### config.mk
export PLATFORM = sky130hd
export DESIGN_NAME = uart_tx_fifo_drain
export DESIGN_NICKNAME = d
export VERILOG_FILES = /design/src/rtl/uart_tx_fifo_drain.sv
export SDC_FILE = /design/constraint.sdc
export NUM_CORES = 1
export LEC_CHECK = 0
export CAP_MARGIN = 25
export CORE_AREA = 2 2 56 69
export DETAILED_ROUTE_END_ITERATION = 10
export DIE_AREA = 0 0 58 71
export PLACE_DENSITY = 0.71
export SLEW_MARGIN = 20
export SYNTH_ARGS = -nofsm -noshare
export SYNTH_HDL_FRONTEND = slang
export SYNTH_SLANG_ARGS = --single-unit
export TNS_END_PERCENT = 10
### constraint.sdc
create_clock -name clk -period 2.75 [get_ports clk]
set_input_delay 0.825 -clock clk [delete_from_list [all_inputs] [get_ports clk]]
set_output_delay 0.825 -clock clk [all_outputs]
set_load 0.01 [all_outputs]
### src/rtl/uart_tx_fifo_drain.sv
`default_nettype none
// ============================================================================
// Module      : uart_tx_fifo_drain
// Description : Read-side consumer of a show-ahead TX FIFO. Pops one word
//               whenever the FIFO is non-empty and serialises it onto the UART
//               TX line as start bit, DWIDTH data bits LSB-first, an optional
//               parity bit and one or two stop bits.
// Revision    : 1.0 - initial release
// ----------------------------------------------------------------------------
// Parameters
//   DWIDTH       data bits per frame (matches the FIFO word width)
//   CLKS_PER_BIT clk cycles per UART bit, >= 2
//   PARITY_EN    1 = append one parity bit after the data bits
//   PARITY_ODD   0 = even parity, 1 = odd parity (only when PARITY_EN = 1)
//   STOP_BITS    number of stop bits, 1 or 2
// Ports
//   clk        in   system clock, rising edge
//   rstn       in   asynchronous active-low reset
//   fifo_data  in   FIFO head word, valid while fifo_empty = 0
//   fifo_empty in   FIFO empty flag
//   fifo_ren   out  FIFO pop strobe, one clk per frame
//   tx         out  serial line, idle high, registered
//   busy       out  high from the cycle after the pop until the frame ends
//   tx_done    out  one-clk pulse on the final cycle of the last stop bit
// ============================================================================
module uart_tx_fifo_drain #(
    parameter int DWIDTH       = 8,
    parameter int CLKS_PER_BIT = 868,
    parameter int PARITY_EN    = 0,
    parameter int PARITY_ODD   = 0,
    parameter int STOP_BITS    = 1
) (
    input  logic              clk,
    input  logic              rstn,
    input  logic [DWIDTH-1:0] fifo_data,
    input  logic              fifo_empty,
    output logic              fifo_ren,
    output logic              tx,
    output logic              busy,
    output logic              tx_done
);

    // ------------------------------------------------------------------------
    // Counter widths and terminal values
    // ------------------------------------------------------------------------
    localparam int c_baud_w = (CLKS_PER_BIT > 1) ? $clog2(CLKS_PER_BIT) : 1;
    localparam int c_bit_w  = (DWIDTH > 1) ? $clog2(DWIDTH) : 1;

    localparam logic [c_baud_w-1:0] c_baud_last = c_baud_w'(CLKS_PER_BIT - 1);
    // One cycle before terminal count; tx_done is registered, so it has to be
    // armed here to appear on the last cycle of the final stop bit.
    localparam logic [c_baud_w-1:0] c_baud_pre  = c_baud_w'(CLKS_PER_BIT - 2);
    localparam logic [c_bit_w-1:0]  c_bit_last  = c_bit_w'(DWIDTH - 1);

    localparam logic c_parity_en  = (PARITY_EN  != 0);
    localparam logic c_parity_odd = (PARITY_ODD != 0);
    localparam logic c_two_stops  = (STOP_BITS  >  1);

    // ------------------------------------------------------------------------
    // State encoding
    // ------------------------------------------------------------------------
    typedef enum logic [2:0] {
        ST_IDLE   = 3'd0,
        ST_START  = 3'd1,
        ST_DATA   = 3'd2,
        ST_PARITY = 3'd3,
        ST_STOP   = 3'd4
    } state_t;

    state_t              r_state;
    logic [c_baud_w-1:0] r_baud;
    logic [c_bit_w-1:0]  r_bit;
    logic                r_stop_idx;
    logic [DWIDTH-1:0]   r_shift;
    logic                r_parity;
    logic                r_tx;
    logic                r_busy;
    logic                r_done;

    logic                w_pop;
    logic                w_baud_end;
    logic                w_last_stop;
    logic [DWIDTH-1:0]   w_shift_next;

    // The pop strobe is combinational so the byte is taken on the same edge
    // that the FSM leaves IDLE; it can never fire while the FIFO is empty.
    assign w_pop        = (r_state == ST_IDLE) & ~fifo_empty;
    assign w_baud_end   = (r_baud == c_baud_last);
    assign w_last_stop  = c_two_stops ? r_stop_idx : 1'b1;
    assign w_shift_next = r_shift >> 1;

    // ------------------------------------------------------------------------
    // Frame sequencer. tx is registered and always carries the value of the
    // bit that the state being entered owns, so each bit is on the line for
    // exactly CLKS_PER_BIT cycles starting the cycle after the transition.
    // ------------------------------------------------------------------------
    always_ff @(posedge clk or negedge rstn) begin
        if (!rstn) begin
            r_state    <= ST_IDLE;
            r_baud     <= '0;
            r_bit      <= '0;
            r_stop_idx <= 1'b0;
            r_shift    <= '0;
            r_parity   <= 1'b0;
            r_tx       <= 1'b1;
            r_busy     <= 1'b0;
            r_done     <= 1'b0;
        end else begin
            r_done <= 1'b0;

            case (r_state)
                ST_IDLE: begin
                    r_baud     <= '0;
                    r_bit      <= '0;
                    r_stop_idx <= 1'b0;
                    r_tx       <= 1'b1;
                    if (w_pop) begin
                        // The shift register owns the byte from here on; the
                        // FIFO head may change freely during the frame.
                        r_shift  <= fifo_data;
                        r_parity <= (^fifo_data) ^ c_parity_odd;
                        r_tx     <= 1'b0;
                        r_busy   <= 1'b1;
                        r_state  <= ST_START;
                    end
                end

                ST_START: begin
                    if (w_baud_end) begin
                        r_baud  <= '0;
                        r_tx    <= r_shift[0];
                        r_state <= ST_DATA;
                    end else begin
                        r_baud <= r_baud + 1'b1;
                    end
                end

                ST_DATA: begin
                    if (w_baud_end) begin
                        r_baud <= '0;
                        if (r_bit == c_bit_last) begin
                            r_bit <= '0;
                            if (c_parity_en) begin
                                r_tx    <= r_parity;
                                r_state <= ST_PARITY;
                            end else begin
                                r_tx    <= 1'b1;
                                r_state <= ST_STOP;
                            end
                        end else begin
                            r_bit   <= r_bit + 1'b1;
                            r_shift <= w_shift_next;
                            r_tx    <= w_shift_next[0];
                        end
                    end else begin
                        r_baud <= r_baud + 1'b1;
                    end
                end

                ST_PARITY: begin
                    if (w_baud_end) begin
                        r_baud  <= '0;
                        r_tx    <= 1'b1;
                        r_state <= ST_STOP;
                    end else begin
                        r_baud <= r_baud + 1'b1;
                    end
                end

                ST_STOP: begin
                    r_tx <= 1'b1;
                    if (w_last_stop && (r_baud == c_baud_pre)) begin
                        r_done <= 1'b1;
                    end
                    if (w_baud_end) begin
                        r_baud <= '0;
                        if (w_last_stop) begin
                            r_stop_idx <= 1'b0;
                            r_busy     <= 1'b0;
                            r_state    <= ST_IDLE;
                        end else begin
                            r_stop_idx <= 1'b1;
                        end
                    end else begin
                        r_baud <= r_baud + 1'b1;
                    end
                end

                default: begin
                    r_state <= ST_IDLE;
                    r_tx    <= 1'b1;
                    r_busy  <= 1'b0;
                    r_baud  <= '0;
                end
            endcase
        end
    end

    // ------------------------------------------------------------------------
    // Outputs
    // ------------------------------------------------------------------------
    assign fifo_ren = w_pop;
    assign tx       = r_tx;
    assign busy     = r_busy;
    assign tx_done  = r_done;

endmodule
`default_nettype wire

[Word-level counts from Yosys, hierarchy flattened]
Cells that the tools add are included.
Word-level totals
  register bits after elaboration: 27
  input port bits: 11
  output and inout bits: 4
  word-level logic and storage cells: 62
Cells by class
  $add $sub $neg: 2
  equal/unequal tests: 14
  muxes and demuxes: 27
  bitwise operators: 3
  reductions and logical operators: 9
Operators with widths (count)
  two-way mux 3 bit: 8
  two-way mux 8 bit: 3
  == test 10 bit (second input constant): 2
  two-way mux 10 bit: 2
  case mux 8 bit (2 select lines): 1
  case mux 3 bit (5 select lines): 1
  inequality test 2 bit (second input constant): 7
  adder 10 x 1 -> 10 bit (second input constant): 1
  two-way mux 1 bit: 9
  == test 3 x 2 -> 1 bit (second input constant): 2
  == test 3 bit (second input constant): 2
  case mux 3 bit (2 select lines): 1
  AND reduction 3 bit: 2
  AND reduction 6 bit: 1
  case mux 1 bit (4 select lines): 1
  AND reduction 4 bit: 1
  OR reduction 4 bit: 1
  adder 3 x 1 -> 3 bit (second input constant): 1
  == test 3 x 1 -> 1 bit (second input constant): 1
  logical NOT 3 bit: 1
  case mux 1 bit (3 select lines): 1
  OR reduction 3 bit: 1
  inverter 1 bit: 2
  AND reduction 2 bit: 1
  other kinds (2): 2

[Depth between registers and ports, before layout]
  depth after elaboration: 4
  gate-level depth with buffers: 5
  depth with buffers taken out: 5

[Worst setup path after synthesis]
No wires, ideal clock.
  kind: input -> output
  start point: in fifo_empty
  end point: out fifo_ren
  arrival time: 1085 ps
  data required time: 1925 ps
  slack: 840 ps
  stages on the path: 1
  buffers on the path: 0
  cells stage by stage: nor3_2
On the way
  longest elaborated chain between the ends: 2
Ends and longest elaborated chain
  start, declared: RTL line 36  | input logic fifo_empty,
  inverter 1 bit: RTL line 87  | assign w_pop = (r_state == ST_IDLE) & ~fifo_empty;
  AND 1 bit: RTL line 87
  end, declared: RTL line 37  | output logic fifo_ren,
Every way passes these cells.

[Final worst setup path]
Ends and elaborated chain as after synthesis.

==> out/results.txt <==
final worst slack = 0.1487 ns
# fillers = 321
synth top area cells = dfrtp_1 46%, mux2_4 7.4%, mux2_2 5.6%
Avg Cell Area, Syn = 11.03 µm²
DRT Pass-1 Iters = 4
Initial Util = 40.52%
most common cell after layout, fill and taps aside = dfrtp_1
slowest stage delay, CP = 0.45 ns
# IOs = 15
H-tree lvl count = 1
Yosys top cell area share = 46.10%
Final min period = 2.601 ns
RSZ-0062 raised after global routing = false
Buf+Inv Stages, Crit Path = 2
Hold WS = 0.5143 ns
ys async rst share = 100.0%
Net Count, Synth = 143
status = finished, final reports clean
Cell Area, Synth = 0.001411 mm²
cell taking the most area after synthesis = dfrtp_1
delay-heaviest family, CP = buffers and inverters
Final nets = 161
max-slew violation count = 0
Root Buffer Master = clkbuf_8
fin util = 47.38%
register area share after synthesis = 47.96%
Max VDD drop = 0.3234 mV
Max-cap violations = 0
flop2flop setup slack = 0.69 ns
PD cells = 628.8 mW/mm²
antenna cells = 0
worst skew pair latency = 0.27 ns
Area Growth Syn to Fin = 16.93%
P_leak = 0.6960 nW
Max stage delay cell, worst path = clkdlybuf4s50_1
routed len/inst = 13.69 µm
placed wire-length estimate = 1.838 mm
leading cell types in the layout, fill and taps excluded = 26 x dfrtp_1, 20 x nor2_1, 13 x clkdlybuf4s50_1, 11 x nand3_1
Fin. Hold Viols = 0
max_slew headroom = 58.82%
PortBufs = 14
number of CTS-inserted buffers = 3
f_max = 384.4 MHz
final instance count without filler cells = 184
wirelength, routed = 2.519 mm
Core Rows = 24
share of cells above drive strength 1 = 20.00%
largest net degree at the start of global routing = 28
post_cts resized = 1
Longest Clk Path Bufs = 2
cells after synthesis = 128
chip height = 71 µm
Placement Setup Slack = -0.1408 ns
hold buffers post-CTS = 0
DIE AREA = 0.004118 mm²
actual slew at the worst max-slew pin = 0.6154 ns
Yosys cell types = 35
critical path type = input port to output pin
Detail Route Antenna Nets = 0
Post-CTS Setup Inserts = 0
Setup-failing EPs final = 0
critical path capture point type = output pin
DIE WIDTH = 58 µm
CTS tree = done
Inst Count DP = 180
vias in the first global route = 1040
initial antenna violation count = 0
CP Max Fanout = 2
Synth Flop Type = dfrtp_1
gr usage total = 13.81%
DR vias/cell = 5.277
crit path cell chain = clkdlybuf4s50_1, nor3_2, dlygate4sd2_1
post-synthesis register bit count = 27
CP required = 1.93 ns
synth warn = 0
arrival time of the worst setup path = 1.78 ns
Core Area = 0.003483 mm²
Residual DRC = 0
Max Clock Skew = 0.002824 ns
Period Utilization, post-route = 94.59%
clk sink count = 27
vias = 971
GP Congestion = 0.7141
Worst setup SP type = input port
number of synthesized flops with an enable pin = 0
min-delay worst type = flip-flop to flip-flop
Worst-path clk slew = 0.09 ns
Overflow after GRT = 0
Setup TNS = 0 ns
Iteration-0 DRC Markers = 23
global-route wire length before repair = 4.443 mm
[state kept, by name, indices dropped and copies added (netlist names)]
name,cells
r_baud,10
tx_done,1
r_state,3
tx,1
busy,1
r_shift,8
r_bit,3
[layer usage]
layer	vias up	routed length, µm	part of all wire [%]	GRT usage (%)
met4	0	38	1.5	5.426
met3	4	110	4.4	2.377
met5	-	0	0	0
met1	469	1063	42	15.67
li1	479	-	-	-
met2	19	1306	52	25.13
[cells by family after synthesis]
kind of cell               Yosys count  share of synthesized area [%]
AOI/OAI and AO/OA                   15                          8.067
xor gates and xnor gates             9                          5.585
adders and majority gates            4                          3.546
buffers and inverters                8                          2.305
DFF                                 27                          47.96
muxes                               14                          13.03
and+or+nand+nor                     51                          19.51
[area by class of cell]
type	instances	area, µm²	area share [%]
multi-input cells	93	701.9	42.53
flip-flops and latches	27	676.9	41.02
repair buffers	17	161.4	9.780
well taps	39	48.80	2.957
clock buffers	3	41.29	2.502
inverters	4	15.01	0.9098
clock inverters	1	5.005	0.3033
[power by group]
part           total (W)  internal [W]  switching, W
registers       0.000559      0.000484     0.0000745
logic           0.000254      0.000155     0.0000988
clock network   0.000225      0.000102      0.000124
[cell usage after synthesis, types with 4 or more instances]
master / n
dfrtp_1: 26
nor2_1: 20
nand3_1: 11
mux2_2: 7
mux2_4: 7
xnor2_1: 7
nand2_1: 5
o21ai_0: 5
ha_1: 4
inv_1: 4
nor3_1: 4
[final timing paths]
path	endpoint	from	cells after the start
worst min-delay path	r_baud[0]$_DFF_PN0_	r_baud[0]$_DFF_PN0_	1
max in group asynchronous	tx$_DFFE_PN1P_	rstn	2
worst max-delay path	fifo_ren	fifo_empty	3
min in group asynchronous	r_bit[1]$_DFFE_PN0P_	rstn	2
worst max register to register	r_shift[2]$_DFFE_PN0P_	r_state[2]$_DFFE_PN0P_	4
worst min register to register	r_baud[0]$_DFF_PN0_	r_baud[0]$_DFF_PN0_	1
[metrics by stage]
stage	instance area, µm²	power [W]
finish	1650	0.001038
global route	1650	0.001105
CTS	1650	0.001054
detailed placement	1605	0.0008248
global placement	1605	0.0008153
floorplan	1411	0.0007429
(Power assumes the default switching activity.)
